$ cat src/rtl/stack_pkg.sv
// Shared types and default geometry for the
// stack controller and its pointer unit.
package stack_pkg;

    localparam int STK_DATA_W = 10;
    localparam int STK_ADDR_W = 8;
    localparam logic [STK_ADDR_W-1:0] STK_SP_RESET = 8'h00;
    localparam int STK_DEPTH = 1 << STK_ADDR_W;

    typedef enum logic [1:0] {
        IDLE,
        WRITE,
        READ,
        RESP
    } state_t;

endpackage

$ cat src/rtl/stack_ctrl_if.sv
// Requester-side bundle of the stack controller:
// push/pop/load requests and their responses.
interface stack_ctrl_if
    import stack_pkg::*;
#(
    parameter int DATA_W = STK_DATA_W,
    parameter int ADDR_W = STK_ADDR_W
);

    logic              PUSH_REQ;
    logic [DATA_W-1:0] PUSH_DATA;
    logic              POP_REQ;
    logic              SP_LD;
    logic [ADDR_W-1:0] SP_DIN;
    logic              BUSY;
    logic              ACK;
    logic [DATA_W-1:0] POP_DATA;
    logic              POP_VALID;
    logic [ADDR_W-1:0] SP_OUT;
    logic              FULL;
    logic              EMPTY;
    logic              OVF;
    logic              UNF;

    modport master (
        output PUSH_REQ, PUSH_DATA, POP_REQ, SP_LD, SP_DIN,
        input  BUSY, ACK, POP_DATA, POP_VALID, SP_OUT,
        input  FULL, EMPTY, OVF, UNF
    );

    modport slave (
        input  PUSH_REQ, PUSH_DATA, POP_REQ, SP_LD, SP_DIN,
        output BUSY, ACK, POP_DATA, POP_VALID, SP_OUT,
        output FULL, EMPTY, OVF, UNF
    );

endinterface

$ cat src/rtl/stack_ptr.sv
// Stack pointer and occupancy counter. dec is a push
// (SP down, count up), inc is a pop (SP up, count down).
module stack_ptr
    import stack_pkg::*;
#(
    parameter int ADDR_W = STK_ADDR_W,
    parameter logic [ADDR_W-1:0] SP_RESET = ADDR_W'(STK_SP_RESET)
) (
    input  logic              clk,
    input  logic              rst_n,
    input  logic              load,
    input  logic [ADDR_W-1:0] din,
    input  logic              inc,
    input  logic              dec,
    output logic [ADDR_W-1:0] sp,
    output logic              full,
    output logic              empty
);

    localparam logic [ADDR_W-1:0] SP_ONE  = 1;
    localparam logic [ADDR_W:0]   CNT_ONE = 1;

    logic [ADDR_W:0] cnt;

    always_ff @(posedge clk or negedge rst_n) begin
        if (!rst_n) begin
            sp  <= SP_RESET;
            cnt <= '0;
        end else if (load) begin
            sp  <= din;
            cnt <= '0;
        end else if (dec) begin
            sp  <= sp - SP_ONE;
            cnt <= cnt + CNT_ONE;
        end else if (inc) begin
            sp  <= sp + SP_ONE;
            cnt <= cnt - CNT_ONE;
        end
    end

    // count never exceeds 2**ADDR_W, so the top bit alone means full
    assign full  = cnt[ADDR_W];
    assign empty = (cnt == '0);

endmodule

$ cat src/rtl/stack_ctrl.sv
// Stack controller owning the scratch RAM port:
// sequences push writes and pop reads for the control unit.
module stack_ctrl
    import stack_pkg::*;
#(
    parameter int DATA_W = STK_DATA_W,
    parameter int ADDR_W = STK_ADDR_W,
    parameter logic [ADDR_W-1:0] SP_RESET = ADDR_W'(STK_SP_RESET)
) (
    input  logic              CLK,
    input  logic              RST_N,
    stack_ctrl_if.slave       bus,
    output logic [ADDR_W-1:0] SCR_ADDR,
    output logic              SCR_WE,
    output logic [DATA_W-1:0] SCR_DATA_OUT,
    input  logic [DATA_W-1:0] SCR_DATA_IN
);

    localparam logic [ADDR_W-1:0] SP_ONE = 1;

    state_t            state, next;
    logic [DATA_W-1:0] wdata_q, pop_q;
    logic              ovf_q, unf_q;
    logic              ld, sp_inc, sp_dec, cap_w, ovf_d, unf_d;
    logic [ADDR_W-1:0] sp;
    logic              full, empty;

    stack_ptr #(
        .ADDR_W   (ADDR_W),
        .SP_RESET (SP_RESET)
    ) u_ptr (
        .clk   (CLK),
        .rst_n (RST_N),
        .load  (ld),
        .din   (bus.SP_DIN),
        .inc   (sp_inc),
        .dec   (sp_dec),
        .sp    (sp),
        .full  (full),
        .empty (empty)
    );

    always_ff @(posedge CLK or negedge RST_N) begin
        if (!RST_N) state <= IDLE;
        else        state <= next;
    end

    always_ff @(posedge CLK or negedge RST_N) begin
        if (!RST_N) begin
            wdata_q <= '0;
            pop_q   <= '0;
            ovf_q   <= 1'b0;
            unf_q   <= 1'b0;
        end else begin
            ovf_q <= ovf_d;
            unf_q <= unf_d;
            if (cap_w)         wdata_q <= bus.PUSH_DATA;
            if (state == READ) pop_q   <= SCR_DATA_IN;
        end
    end

    always_comb begin
        next   = state;
        ld     = 1'b0;
        sp_inc = 1'b0;
        sp_dec = 1'b0;
        cap_w  = 1'b0;
        ovf_d  = 1'b0;
        unf_d  = 1'b0;
        unique case (state)
            IDLE: begin
                if (bus.SP_LD) begin
                    ld = 1'b1;
                end else if (bus.PUSH_REQ) begin
                    if (full) begin
                        ovf_d = 1'b1;
                    end else begin
                        cap_w = 1'b1;
                        next  = WRITE;
                    end
                end else if (bus.POP_REQ) begin
                    if (empty) unf_d = 1'b1;
                    else       next  = READ;
                end
            end
            WRITE: begin
                sp_dec = 1'b1;
                next   = IDLE;
            end
            READ: begin
                sp_inc = 1'b1;
                next   = RESP;
            end
            RESP: next = IDLE;
            default: next = IDLE;
        endcase
    end

    // push pre-decrements: the write lands one below the current SP
    assign SCR_ADDR      = (state == WRITE) ? sp - SP_ONE : sp;
    assign SCR_WE        = (state == WRITE);
    assign SCR_DATA_OUT  = wdata_q;

    assign bus.BUSY      = (state != IDLE);
    assign bus.ACK       = (state == WRITE) || (state == RESP);
    assign bus.POP_VALID = (state == RESP);
    assign bus.POP_DATA  = pop_q;
    assign bus.SP_OUT    = sp;
    assign bus.FULL      = full;
    assign bus.EMPTY     = empty;
    assign bus.OVF       = ovf_q;
    assign bus.UNF       = unf_q;

endmodule

$ cat src/flat_wrapper.sv
// flat-port wrapper written by rule: the top's interface ports become plain ports
module stack_ctrl_flat import stack_pkg::*;
#(
    parameter int DATA_W = STK_DATA_W,
    parameter int ADDR_W = STK_ADDR_W,
    parameter logic [ADDR_W-1:0] SP_RESET = ADDR_W'(STK_SP_RESET)
)
  (CLK, RST_N, SCR_ADDR, SCR_WE, SCR_DATA_OUT, SCR_DATA_IN, bus_PUSH_REQ, bus_PUSH_DATA, bus_POP_REQ, bus_SP_LD, bus_SP_DIN, bus_BUSY, bus_ACK, bus_POP_DATA, bus_POP_VALID, bus_SP_OUT, bus_FULL, bus_EMPTY, bus_OVF, bus_UNF);
  stack_ctrl_if #(.DATA_W(DATA_W), .ADDR_W(ADDR_W)) bus_i ();
  input  logic CLK;
  input  logic RST_N;
  output logic [ADDR_W-1:0] SCR_ADDR;
  output logic SCR_WE;
  output logic [DATA_W-1:0] SCR_DATA_OUT;
  input  logic [DATA_W-1:0] SCR_DATA_IN;
  input wire logic [$bits(bus_i.PUSH_REQ)-1:0] bus_PUSH_REQ;
  input wire logic [$bits(bus_i.PUSH_DATA)-1:0] bus_PUSH_DATA;
  input wire logic [$bits(bus_i.POP_REQ)-1:0] bus_POP_REQ;
  input wire logic [$bits(bus_i.SP_LD)-1:0] bus_SP_LD;
  input wire logic [$bits(bus_i.SP_DIN)-1:0] bus_SP_DIN;
  output wire logic [$bits(bus_i.BUSY)-1:0] bus_BUSY;
  output wire logic [$bits(bus_i.ACK)-1:0] bus_ACK;
  output wire logic [$bits(bus_i.POP_DATA)-1:0] bus_POP_DATA;
  output wire logic [$bits(bus_i.POP_VALID)-1:0] bus_POP_VALID;
  output wire logic [$bits(bus_i.SP_OUT)-1:0] bus_SP_OUT;
  output wire logic [$bits(bus_i.FULL)-1:0] bus_FULL;
  output wire logic [$bits(bus_i.EMPTY)-1:0] bus_EMPTY;
  output wire logic [$bits(bus_i.OVF)-1:0] bus_OVF;
  output wire logic [$bits(bus_i.UNF)-1:0] bus_UNF;
  assign bus_i.PUSH_REQ = bus_PUSH_REQ;
  assign bus_i.PUSH_DATA = bus_PUSH_DATA;
  assign bus_i.POP_REQ = bus_POP_REQ;
  assign bus_i.SP_LD = bus_SP_LD;
  assign bus_i.SP_DIN = bus_SP_DIN;
  assign bus_BUSY = bus_i.BUSY;
  assign bus_ACK = bus_i.ACK;
  assign bus_POP_DATA = bus_i.POP_DATA;
  assign bus_POP_VALID = bus_i.POP_VALID;
  assign bus_SP_OUT = bus_i.SP_OUT;
  assign bus_FULL = bus_i.FULL;
  assign bus_EMPTY = bus_i.EMPTY;
  assign bus_OVF = bus_i.OVF;
  assign bus_UNF = bus_i.UNF;
  stack_ctrl #(.DATA_W(DATA_W), .ADDR_W(ADDR_W), .SP_RESET(SP_RESET)) u_core (.CLK(CLK), .RST_N(RST_N), .bus(bus_i), .SCR_ADDR(SCR_ADDR), .SCR_WE(SCR_WE), .SCR_DATA_OUT(SCR_DATA_OUT), .SCR_DATA_IN(SCR_DATA_IN));
endmodule
$ cat config.mk
export PLATFORM = sky130hd
export DESIGN_NAME = stack_ctrl_flat
export DESIGN_NICKNAME = d
export VERILOG_FILES = /design/src/rtl/stack_pkg.sv /design/src/rtl/stack_ctrl_if.sv /design/src/rtl/stack_ptr.sv /design/src/rtl/stack_ctrl.sv /design/src/flat_wrapper.sv
export SDC_FILE = /design/constraint.sdc
export NUM_CORES = 1
export LEC_CHECK = 0
export CORE_UTILIZATION = 50
export CTS_CLUSTER_DIAMETER = 200
export DETAILED_ROUTE_END_ITERATION = 10
export PLACE_DENSITY = 0.86
export SLEW_MARGIN = 20
export SYNTH_ARGS = -nofsm -noshare
export SYNTH_HDL_FRONTEND = slang
export SYNTH_SLANG_ARGS = --single-unit
$ cat constraint.sdc
create_clock -name CLK -period 7.75 [get_ports CLK]
set_input_delay 1.1625 -clock CLK [delete_from_list [all_inputs] [get_ports CLK]]
set_output_delay 1.1625 -clock CLK [all_outputs]
set_load 0.01 [all_outputs]
After elaboration in Yosys (flattened, before gate mapping). Index checks and enable logic that the tools add are counted.

Logic and storage cells: 55. Output and inout port bits: 44. Bits in registers: 41. Bits of input ports: 33.

Reductions and logical operators: 7. Equality and inequality tests: 7. Multiplexer cells: 30. $add $sub $neg: 4.

Operator list (number): 8-bit 2-to-1 mux (4); 9-bit 2-to-1 mux (3); 1-bit 2-to-1 mux (17); 2-bit 2-to-1 mux (5); 9-bit by 1-bit adder with 9-bit output, second input constant (1); 9-bit logical NOT (1); 3-bit != test, second input constant (3); 9-bit by 1-bit subtractor with 9-bit output, second input constant (1); 8-bit by 1-bit adder with 8-bit output, second input constant (1); 8-bit by 1-bit subtractor with 8-bit output, second input constant (1); 2-bit one-hot mux with 3 select lines (1); 2-bit == test, second input constant (2); 4-bit AND reduction (1); 3-bit nonzero test (1); 2-bit by 1-bit == test with 1-bit output, second input constant (1); 2-bit logical NOT (1); 2-bit != test, second input constant (1); 2-bit nonzero test (1); 2-bit OR reduction (1); 1-bit logical OR (1).

Longest topological paths before layout.
Word-level depth: 6. Depth in mapped cells: 10. Gate-level depth less buffers: 9.

By module. Synthesis repeated with hierarchy kept, for this count alone.

Cells, all modules: 250. Area total of the unflattened synthesis: 2549.9 µm².

By module, submodules not included: stack_ptr (seq. area each 425.4 µm², area each 1420.1 µm², cells an instance 164, times used 1); stack_ctrl (seq. area each 600.6 µm², area each 1129.8 µm², cells an instance 86, times used 1).

Worst setup path after synthesis. No wires, ideal clock.

Kind: reg2out. From: register u_core.state[1]. To: output SCR_ADDR[7]. Arrival: 1.783 ns. Setup slack: 4.805 ns. Path buffers: 0. Required time: 6.588 ns. Stages on the path, launching flop included: 6. Path through: dfrtp_1 inv_1 ha_1 or4b_4 nor4b_4 xor2_1.

Word-level cells in the longest chain between the ends: 2.

Ends and longest elaborated chain: start: declaration (RTL line stack_ctrl.sv:21) `state_t state, next;`; start signal: assignment (RTL line stack_ctrl.sv:45) `else state <= next;`; 2-bit by 1-bit == test with 1-bit output; named net SCR_WE (RTL line flat_wrapper.sv:13) `output logic SCR_WE;`; 8-bit 2-to-1 mux (RTL line stack_ctrl.sv:100) `assign SCR_ADDR = (state == WRITE) ? sp - SP_ONE : sp;`; end: declaration (RTL line flat_wrapper.sv:12) `output logic [ADDR_W-1:0] SCR_ADDR;`.

The timed path passes the listed nets, and every way through them passes these cells.

Final worst setup path.
From: register u_core.state[1]. To: output SCR_ADDR[5].

Word-level cells in the longest chain between the ends: 2.

Ends and longest elaborated chain (RTL line): 2-bit by 1-bit == test with 1-bit output (stack_ctrl.sv:100); 8-bit 2-to-1 mux (stack_ctrl.sv:100).

Every way passes these cells.

==> run_results.csv <==
group,metric,value,unit
worst_setup_path,r2r_end,"u_core.u_ptr.cnt[8]",
synthesis,ys_ff_latch,41,
floorplanning,coreArea,4470,sq um
drt,route.detailed.drc,7,
placement,port_buffers,76,
worst_setup_path,crit_type,"register to output pin",
grt,grt_usage,22.7,%
synthesis,yosys-top-cells-count,"dfrtp_1 (41), mux2_2 (20), nand2_1 (19), ha_1 (16), nor2_1 (16)",
synthesis,yosysWarnings,0,
cts,htreeDepth,2,
cts,root_buffer,"clkbuf_8",
worst_setup_path,ff2ff_setup_slack,4.69,ns
floorplanning,start_util,53.6,%
synthesis,synth_edf_count,0,
sta,setup_violations,0,
power,leakage,0.00139,uW
sta,finalCritPeriodShare,51.5,%
synthesis,netlist_top_cells_area,"dfrtp_1 (43%), mux2_2 (9.4%), ha_1 (8.3%)",
hold_path,hold_start,"u_core.SCR_DATA_OUT[4]",
synthesis,yosysUniqueCellTypes,46,
grt,grt_pass1_vias,1938,
synthesis,synth_top_cell_by_area,"dfrtp_1",
synthesis,yosysSeqAreaShare,42.8,%
synthesis,syn_area,2400,sq um
floorplanning,die_y,71.3,um
finish,final_nets,357,
sta,final_hold_viol_count,0,
worst_setup_path,endpoint_kind,"output pin",
drt,via_per_inst,5.47,
grt,grt-ovfl-total,0,
run_status,status,"finished, violations left",
sta,rsz0062_at_grt,"false",
cts,clk_pin_slew,0.09,ns
synthesis,synth_nets,284,
drt,drtPass1Iterations,7,
cts,insertion_delay,0.30,ns
worst_setup_path,cp-start-kind,"register",
power,ir_drop,0.000261,V
synthesis,synth_flop_cell,"dfrtp_1",
floorplanning,dieArea,5080,sq um
drt,dr_total_vias,1968,
synthesis,synth_top_area_share,42.8,%
synthesis,syn_area_per_cell,10.3,sq um
worst_setup_path,worst_ep_required_time,6.59,ns
drt,drtIter0Drc,79,
finish,fin_util,73.5,%
worst_setup_path,crit_fanout,14,
synthesis,synthCells,234,
worst_setup_path,r2r_cells,9,
grt,grt_pass1_wl,9030,um
drt,drt-total-wl,5360,um
sta,tightestPinTransition,0.915,ns
run_status,violations,"design-rule violations",
finish,drive_gt1_share,11.4,%
hold_path,hold_depth,1,
grt,grt_max_degree,42,
finish,synthToLayoutAreaGrowth,37.1,%
placement,gp_congestion,0.873,
floorplanning,io_pins,77,
power,power.density,465,nW/um^2
sta,fmax,250,MHz
drt,ant_nets,0,
cts,numCtsBuffers,5,
sta,max_slew_margin,39.0,%
cts,cts-hold-fix-buffers,0,
worst_setup_path,r2r_start,"u_core.state[1]",
hold_path,hold_end,"u_core.SCR_DATA_OUT[4]",
cts,tritoncts,"yes",
sta,drv_slew,0,
cts,cts_setup_buffers,0,
floorplanning,fp.dieW,71.3,um
cts,cts_resized,0,
grt,antenna_found_initial,0,
drt,wl_per_cell,14.9,um
flow_run,drv_cap,0,
cts,cts_sinks,41,
sta,finalClockSkew,0.00838,ns
cts,clk_path_buf_depth,2,
placement,place_hpwl,3810,um
worst_setup_path,crit_start,"u_core.state[1]",
synthesis,synth.most_common_cell,"dfrtp_1",
worst_setup_path,arrival,2.83,ns
floorplanning,num_rows,24,
synthesis,ys_async_sr_fraction,100,%
sta,setup-tns-final,0,ns
finish,n_antenna_cell,0,
sta,layout_min_cycle_time,3.99,ns
hold_path,hold_class,"register to register",
[critical path, stage by stage (launching register included)]
cell,delay (ns)
dfrtp_1,0.41
inv_1,0.11
ha_1,0.46
or4b_4,0.58
nor3_1,0.27
xnor2_1,0.16
clkdlybuf4s50_1,0.55
[layout make-up]
type	instances	area, sq um
clock buffers	5	68.8
clock inverters	3	46.3
fillers	342	1180
inverters	11	41.3
multi-input cells	172	1290
flip-flops and latches	41	1030
well taps	52	65.1
repair buffers	76	756
[where the power goes]
part           total (uW)  switching [uW]  internal (uW)
Sequential            411            92.2            319
Clock                 177            80.1           96.5
Combinational         944             441            503
Total                1530             613            918
[flip-flops by register name, indices dropped and copies added, names as in the netlist]
name                 count
u_core.SCR_DATA_OUT     10
u_core.u_ptr.cnt         9
u_core.bus.POP_DATA     10
u_core.bus.OVF           1
u_core.u_ptr.sp          8
u_core.state             2
u_core.bus.UNF           1
[worst max path at each step]
stage,endpoint,slack [ns],depth (start not counted)
final,SCR_ADDR[5],3.76,6
after global routing,SCR_ADDR[5],3.57,6
after detailed placement,SCR_ADDR[7],4.10,6
after global placement,SCR_ADDR[7],4.15,6
after floorplan,SCR_ADDR[7],4.80,5
after CTS,SCR_ADDR[5],3.76,6
[per-layer routing]
layer / track usage (%) / routed length (um) / up-vias
met5: 0 / 0 / -
met4: 6.44 / 60 / 0
met3: 6.61 / 308 / 6
met2: 36.6 / 2510 / 65
met1: 29.9 / 2490 / 924
li1: - / - / 973
[layout by cell type (no fill, tap or decap), drive strengths merged, types with 2 or more instances in the layout]
master and n:
nor4b 4, nand2b 4, nor2 17, dfrtp 41, o21a 2, and2 2, nor4 3, a31oi 2
nor3 3, clkdlybuf4s50 75, ha 16, o21ai 13, a21o 2, nor2b 2, nand3b 3, nand3 4
inv 10, clkinv 2, or3 5, mux2 20, mux2i 4, a21oi 13, nor3b 3, xor2 6
xnor2 9, nand2 19, clkbuf 5
[cells by family after synthesis]
family,Yosys count,share of synthesized area (%)
fa+ha+maj,17,9.18
xor+xnor,15,5.47
mux,24,11.1
flops,41,42.8
simple gates,76,17.9
compound gates,40,10.1
buf+inv,21,3.60
[metrics by stage]
step           std cells  total power (uW)  hold WS [ns]  worst slack (ns)  instance area, sq um
6_report             360              1530         0.509              3.76                  3290
5_1_grt              360              1650         0.519              3.57                  3290
4_1_cts              360              1540         0.516              3.76                  3290
3_5_place_dp         352              1360         0.495              4.10                  3180
3_3_place_gp         352              1330         0.487              4.15                  3180
2_1_floorplan        234               997         0.511              4.80                  2400
No activity file was read; power rests on OpenSTA's default activity.
